**src/rtl/snoop_pkg.sv**
```systemverilog
`default_nettype none
// +----------------------------------------------------------------------------+
// | Package     : snoop_pkg                                                    |
// | Description : Shared definitions for the snooping-coherence instruction    |
// |               feeder: instruction field positions, the idle CPU code, the  |
// |               default idle instruction and the issue FSM state type.       |
// | Revision    : 1.0 - initial release                                        |
// +----------------------------------------------------------------------------+
package snoop_pkg;

  // Instruction layout: [15:14] cpu, [13] op, [12:8] addr, [7:0] data
  localparam int CPU_HI  = 15;
  localparam int CPU_LO  = 14;
  localparam int OP_BIT  = 13;
  localparam int ADDR_HI = 12;
  localparam int ADDR_LO = 8;
  localparam int DATA_HI = 7;

  // cpu code ignored by the snooping top; used to build the idle instruction
  localparam logic [1:0]  CPU_NONE           = 2'b11;
  localparam logic [15:0] IDLE_INSTR_DEFAULT = {CPU_NONE, 14'h0000};

  typedef enum logic [1:0] {
    IDLE  = 2'd0,
    ISSUE = 2'd1,
    GAP   = 2'd2
  } issue_state_t;

  // True when an instruction carries the no-op cpu code (an explicit bubble)
  function automatic logic is_bubble(input logic [15:0] instr);
    return instr[CPU_HI:CPU_LO] == CPU_NONE;
  endfunction

endpackage
`default_nettype wire

```
**src/rtl/snoop_instr_fifo.sv**
```systemverilog
`default_nettype none
// +----------------------------------------------------------------------------+
// | Module      : snoop_instr_fifo                                             |
// | Description : Power-of-two depth synchronous FIFO holding queued           |
// |               coherence instructions. Head data is presented               |
// |               combinationally; push and pop may occur in the same cycle.   |
// | Ports       : clock, reset (sync, active-high), flush (empties FIFO),      |
// |               push/push_data, pop/pop_data, count, full, empty             |
// | Revision    : 1.0 - initial release                                        |
// +----------------------------------------------------------------------------+
module snoop_instr_fifo #(
  parameter int DEPTH = 8,
  parameter int WIDTH = 16
) (
  input  logic                     clock,
  input  logic                     reset,
  input  logic                     flush,
  input  logic                     push,
  input  logic [WIDTH-1:0]         push_data,
  input  logic                     pop,
  output logic [WIDTH-1:0]         pop_data,
  output logic [$clog2(DEPTH):0]   count,
  output logic                     full,
  output logic                     empty
);

  localparam int c_AW = $clog2(DEPTH);

  logic [WIDTH-1:0] r_mem [DEPTH];
  logic [c_AW-1:0]  r_wr_ptr;
  logic [c_AW-1:0]  r_rd_ptr;
  logic [c_AW:0]    r_count;

  // Storage carries no reset; only pointers and count define validity.
  always_ff @(posedge clock) begin
    if (push) begin
      r_mem[r_wr_ptr] <= push_data;
    end
  end

  // Pointers wrap naturally because DEPTH is a power of two.
  always_ff @(posedge clock) begin
    if (reset || flush) begin
      r_wr_ptr <= '0;
      r_rd_ptr <= '0;
      r_count  <= '0;
    end else begin
      if (push) begin
        r_wr_ptr <= r_wr_ptr + 1'b1;
      end
      if (pop) begin
        r_rd_ptr <= r_rd_ptr + 1'b1;
      end
      case ({push, pop})
        2'b10:   r_count <= r_count + 1'b1;
        2'b01:   r_count <= r_count - 1'b1;
        default: r_count <= r_count;
      endcase
    end
  end

  assign pop_data = r_mem[r_rd_ptr];
  assign count    = r_count;
  assign full     = (r_count == (c_AW+1)'(DEPTH));
  assign empty    = (r_count == '0);

endmodule
`default_nettype wire

```
**src/rtl/snoop_instr_issue.sv**
```systemverilog
`default_nettype none
// +----------------------------------------------------------------------------+
// | Module      : snoop_instr_issue                                            |
// | Description : Buffers 16-bit coherence instructions from a loader and      |
// |               drives them onto the snooping top's instruction bus. Each    |
// |               instruction is held HOLD_CYCLES, followed by GAP_CYCLES of   |
// |               IDLE_INSTR.                                                  |
// | Ports       : clock, reset (sync, active-high)                             |
// |               push_valid/push_instr/push_ready : loader handshake          |
// |               pause : block new issues; flush : empty FIFO, abort issue    |
// |               instruction (registered), issue_start (first-cycle pulse),   |
// |               busy, fifo_count, issued_count (wrapping), drop_err (sticky) |
// | Revision    : 1.0 - initial release                                        |
// +----------------------------------------------------------------------------+
module snoop_instr_issue
  import snoop_pkg::*;
#(
  parameter int          DEPTH       = 8,
  parameter int          HOLD_CYCLES = 4,
  parameter int          GAP_CYCLES  = 1,
  parameter logic [15:0] IDLE_INSTR  = IDLE_INSTR_DEFAULT
) (
  input  logic                   clock,
  input  logic                   reset,
  input  logic                   push_valid,
  input  logic [15:0]            push_instr,
  output logic                   push_ready,
  input  logic                   pause,
  input  logic                   flush,
  output logic [15:0]            instruction,
  output logic                   issue_start,
  output logic                   busy,
  output logic [$clog2(DEPTH):0] fifo_count,
  output logic [15:0]            issued_count,
  output logic                   drop_err
);

  localparam int c_CNT_MAX = (HOLD_CYCLES > GAP_CYCLES) ? HOLD_CYCLES : GAP_CYCLES;
  localparam int c_CNT_W   = $clog2(c_CNT_MAX + 1);

  issue_state_t        r_state;
  issue_state_t        w_state_nxt;
  logic [c_CNT_W-1:0]  r_cnt;
  logic [c_CNT_W-1:0]  w_cnt_nxt;
  logic [15:0]         r_instr;
  logic [15:0]         w_instr_nxt;
  logic                r_issue_start;
  logic                w_issue_start_nxt;
  logic [15:0]         r_issued_count;
  logic                r_drop_err;

  logic                w_pd;
  logic                w_pop;
  logic                w_push;
  logic                w_fifo_full;
  logic                w_fifo_empty;
  logic [15:0]         w_fifo_head;

  // A pop in the same cycle does not free a slot for the loader.
  assign push_ready = !w_fifo_full && !flush && !reset;
  assign w_push     = push_valid && push_ready;

  snoop_instr_fifo #(
    .DEPTH (DEPTH),
    .WIDTH (16)
  ) u_fifo (
    .clock     (clock),
    .reset     (reset),
    .flush     (flush),
    .push      (w_push),
    .push_data (push_instr),
    .pop       (w_pop),
    .pop_data  (w_fifo_head),
    .count     (fifo_count),
    .full      (w_fifo_full),
    .empty     (w_fifo_empty)
  );

  // Next-state logic. w_pd marks a pop-decision point: IDLE, the last
  // GAP cycle, or the last ISSUE cycle when there is no gap.
  always_comb begin
    w_state_nxt       = r_state;
    w_cnt_nxt         = r_cnt;
    w_instr_nxt       = r_instr;
    w_issue_start_nxt = 1'b0;
    w_pd              = 1'b0;
    w_pop             = 1'b0;

    case (r_state)
      IDLE: begin
        w_pd = 1'b1;
      end
      ISSUE: begin
        if (r_cnt == '0) begin
          if (GAP_CYCLES > 0) begin
            w_state_nxt = GAP;
            w_cnt_nxt   = c_CNT_W'(GAP_CYCLES - 1);
            w_instr_nxt = IDLE_INSTR;
          end else begin
            w_pd = 1'b1;
          end
        end else begin
          w_cnt_nxt = r_cnt - 1'b1;
        end
      end
      GAP: begin
        if (r_cnt == '0) begin
          w_pd = 1'b1;
        end else begin
          w_cnt_nxt = r_cnt - 1'b1;
        end
      end
      default: begin
        w_pd = 1'b1;
      end
    endcase

    if (w_pd) begin
      w_pop = !w_fifo_empty && !pause && !flush;
      if (w_pop) begin
        w_state_nxt       = ISSUE;
        w_cnt_nxt         = c_CNT_W'(HOLD_CYCLES - 1);
        w_instr_nxt       = w_fifo_head;
        w_issue_start_nxt = 1'b1;
      end else begin
        w_state_nxt = IDLE;
        w_instr_nxt = IDLE_INSTR;
      end
    end

    // flush aborts whatever is in flight
    if (flush) begin
      w_state_nxt       = IDLE;
      w_cnt_nxt         = '0;
      w_instr_nxt       = IDLE_INSTR;
      w_issue_start_nxt = 1'b0;
    end
  end

  always_ff @(posedge clock) begin
    if (reset) begin
      r_state        <= IDLE;
      r_cnt          <= '0;
      r_instr        <= IDLE_INSTR;
      r_issue_start  <= 1'b0;
      r_issued_count <= '0;
      r_drop_err     <= 1'b0;
    end else begin
      r_state       <= w_state_nxt;
      r_cnt         <= w_cnt_nxt;
      r_instr       <= w_instr_nxt;
      r_issue_start <= w_issue_start_nxt;
      // counted at the pop so the value is current during issue_start
      if (w_pop) begin
        r_issued_count <= r_issued_count + 16'd1;
      end
      if (push_valid && !push_ready && !flush) begin
        r_drop_err <= 1'b1;
      end
    end
  end

  assign instruction  = r_instr;
  assign issue_start  = r_issue_start;
  assign issued_count = r_issued_count;
  assign drop_err     = r_drop_err;
  assign busy         = (r_state != IDLE) || (fifo_count != '0);

endmodule
`default_nettype wire

```
**config.mk**
```make
export PLATFORM = sky130hd
export DESIGN_NAME = snoop_instr_issue
export DESIGN_NICKNAME = d
export VERILOG_FILES = /design/src/rtl/snoop_pkg.sv /design/src/rtl/snoop_instr_fifo.sv /design/src/rtl/snoop_instr_issue.sv
export SDC_FILE = /design/constraint.sdc
export NUM_CORES = 1
export LEC_CHECK = 0
export CAP_MARGIN = 20
export CELL_PAD_IN_SITES_DETAIL_PLACEMENT = 1
export CELL_PAD_IN_SITES_GLOBAL_PLACEMENT = 1
export CORE_MARGIN = 2
export CORE_UTILIZATION = 40
export CTS_CLUSTER_DIAMETER = 120
export DETAILED_ROUTE_END_ITERATION = 6
export GPL_TIMING_DRIVEN = 0
export PLACE_DENSITY = 0.78
export SYNTH_ARGS = -nofsm -noshare
export SYNTH_HDL_FRONTEND = slang
export SYNTH_SLANG_ARGS = --single-unit
```
**constraint.sdc**
```tcl
create_clock -name clock -period 2.9 [get_ports clock]
set_clock_uncertainty 0.05 [all_clocks]
set_input_delay 0.435 -clock clock [delete_from_list [all_inputs] [get_ports clock]]
set_output_delay 0.435 -clock clock [all_outputs]
set_load 0.1 [all_outputs]
```
==> results.yml <==
synth:
  synthArstFlopShare: 0
  muxShareOfSynthArea: 0.133
  yosysTopAreaCellShare: 0.537
  synth_fa_ha_area_frac: 0.0210
  synth-main-ff-cell: "edfxtp_1"
  synth_top_family_by_area: "multiplexers"
  synth_area_leaders: "edfxtp_1 (54%), dfxtp_1 (15%), mux4_2 (10%)"
  synth_xor_area_frac: 0.00734
  ys_types: 46
  synthesis.area_um2: 7160
  synthSimpleGateAreaFrac: 0.0728
  syn_nets: 474
  synth_cells: 441
  synth-compound-area-share: 0.0587
  seq_area_frac_synth: 0.682
  synth-seq-cells: 180
  synth_edf_count: 128
  avgSynthCellArea_um2: 16.2
  yosys_warnings: 0
  yosysTopAreaCell: "edfxtp_1"
floorplanning:
  start_util: 0.411
  die_x_um: 138
  std_cell_rows: 48
  die_h_um: 138
  io-pin-count: 61
  die-area_um2: 19000
  coreArea_um2: 17400
pwr:
  powerDensity_nw_per_um2: 595
  power_leakage_nw: 2.83
  peakVddDrop_uv: 484
setup_path:
  startpoint_type: "flop"
  worstRegToRegCells: 10
  crit_fanout: 9
  worstPathArrival_ns: 3.10
  worstPathRequired_ns: 3.22
  r2r_start: "u_fifo.count[1]"
  worst_setup_path_end_kind: "flop"
  r2r_slack_ns: 0.12
  critPathKind: "flop to flop"
  r2r-end: "u_fifo.count[3]"
layout:
  fill_cells: 1665
  postLayoutCoreUtil: 0.510
  design_area_um2: 8880
  diodes: 0
  layout_common_cells: "edfxtp_1 (128), clkdlybuf4s50_1 (59), dfxtp_1 (48), mux4_2 (32), a21oi_1 (20)"
  drive_gt1_frac: 0.236
  area_delta_synth_final_pct: 23.9
  nets: 563
  layout.cells.non_filler: 768
  final_common_cell: "edfxtp_1"
hold_path:
  hold_depth: 2
  whs_endpoint: "drop_err"
  min_from: "drop_err"
  holdCritPathClass: "flop to flop"
sta:
  max_freq_mhz: 359
  slew_headroom: 0.336
  report.final.slew_viol_count: 0
  fin_tns_setup_ns: 0
  finalCriticalPeriod_ns: 2.78
  timing.final.crit_share: 0.960
  tightest_slew_ns: 0.993
  finalHoldViolCount: 0
  worst_slack_ns: 0.115
  setup_viol: 0
grt:
  grt_start_max_net_pins: 18
  grt_pass1_wl_um: 25700
  grt_pass1_vias: 4536
  antenna_found_initial: 0
  overflow: 0
  grtUsageTotal: 0.186
clock_tree:
  cts_tree: "built"
  clk_pin_slew_ns: 0.07
  htreeDepth: 4
  clock_latency_ns: 0.42
  cts_buffer_depth: 2
  cts_root_buf: "clkbuf_16"
  cts-buffers-inserted: 17
  clock-sinks: 180
drt:
  vias: 4185
  firstDrtPassIters: 4
  drc: 0
  routed_wl_um: 16600
  postRouteAntennaNets: 0
  drt_iter0_drc: 275
  routed_via_density: 5.45
  wire_per_inst_um: 21.6
place:
  globalplace.congestion: 0.777
  hpwl_um: 10800
  dpl_worst_slack_ns: -0.423
  placed_area_um2: 8210
  dpl.cell_count: 734
  numPortBuffers: 60
run:
  drv_cap: 0
outcome:
  status: "complete, no violations"
[critical path, stage by stage, from the launching register on]
cell and delay (ns):
dfxtp_4 0.34, buf_6 0.13, or4_1 0.49, o211ai_1 0.20, buf_6 0.18, clkinvlp_4 0.13
ha_1 0.43, nor4b_2 0.31, o21ai_1 0.15, a211o_1 0.27, nand2_1 0.06
[logic make-up after synthesis]
| kind of cell | count (synthesis) |
|---|---|
| xor+xnor | 6 |
| compound gates | 62 |
| buf+inv | 37 |
| simple gates | 91 |
| mux | 53 |
| flops | 180 |
| fa+ha+maj | 12 |
[stage by stage]
stage                     power (mW)  hold slack, ns
after detailed placement        2.96           0.399
after global routing            5.43           0.428
final                           5.28           0.406
after global placement          2.94           0.383
after CTS                       5.32           0.409
after floorplan                 2.88           0.410
[layout make-up]
class,instances,area [um2],area share
multi-input cells,224,2170,0.244
clock inverters,14,178,0.0200
flip-flops and latches,180,4890,0.551
repair buffers,72,752,0.0847
plain buffers,24,131,0.0148
inverters,11,45.0,0.00507
clock buffers,18,429,0.0484
well taps,225,282,0.0317
[what timing repair did]
item,CTS,global route
hold endpoints to repair,0,0
pin swaps,0,4
hold buffers,0,0
gates resized for setup,8,7
setup endpoints to repair,3,2
buffers inserted,2,2
[sequential cells by signal, indices dropped and copies added (netlist names), named ones only]
name	flops
u_fifo.r_rd_ptr	3
issued_count	16
issue_start	1
drop_err	1
u_fifo.count	4
u_fifo.r_wr_ptr	3
u_fifo.r_mem	128
instruction	16
r_state	2
r_cnt	3
[Yosys cell counts, drive strengths merged, types with 2 or more instances]
cell type	instances
nor3	4
buf	16
nor2b	3
inv	11
nor4	5
and2	3
nor3b	2
nor2	21
or3	3
clkbuf	10
o31a	2
xor2	6
a22o	14
and4	2
a21oi	21
or2	2
mux2	15
edfxtp	128
nand3	9
ha	12
o31ai	12
mux2i	6
nand2	11
mux4	32
nand2b	2
nand4	6
o21ai	7
dfxtp	52
or4	12
[worst max-delay path by stage]
| stage | startpoint | end | slack (ns) | depth (start not counted) |
|---|---|---|---|---|
| 2_1_floorplan | u_fifo.count[1] | u_fifo.count[2] | 0.02 | 13 |
| 3_3_place_gp | reset | u_fifo.r_mem[4][4] | -0.89 | 6 |
| 3_5_place_dp | reset | push_ready | -0.42 | 5 |
| 4_1_cts | u_fifo.count[1] | u_fifo.count[2] | -0.02 | 13 |
| 5_1_grt | r_cnt[1] | u_fifo.count[3] | -0.002 | 11 |
| 6_report | u_fifo.count[1] | u_fifo.count[3] | 0.12 | 10 |
[routing by layer]
layer,vias up,part of all wire,track usage
met5,-,0,0
met4,0,0.012,0.0539
met3,12,0.046,0.0412
met2,97,0.53,0.325
met1,2155,0.41,0.233
li1,1921,-,-
[power by group]
| group | switching [mW] | internal [mW] | total (mW) |
|---|---|---|---|
| logic | 0.0851 | 0.0526 | 0.138 |
| clock network | 1.01 | 1.37 | 2.38 |
| registers | 0.00468 | 2.76 | 2.76 |
No activity file was read; power rests on OpenSTA's default activity.
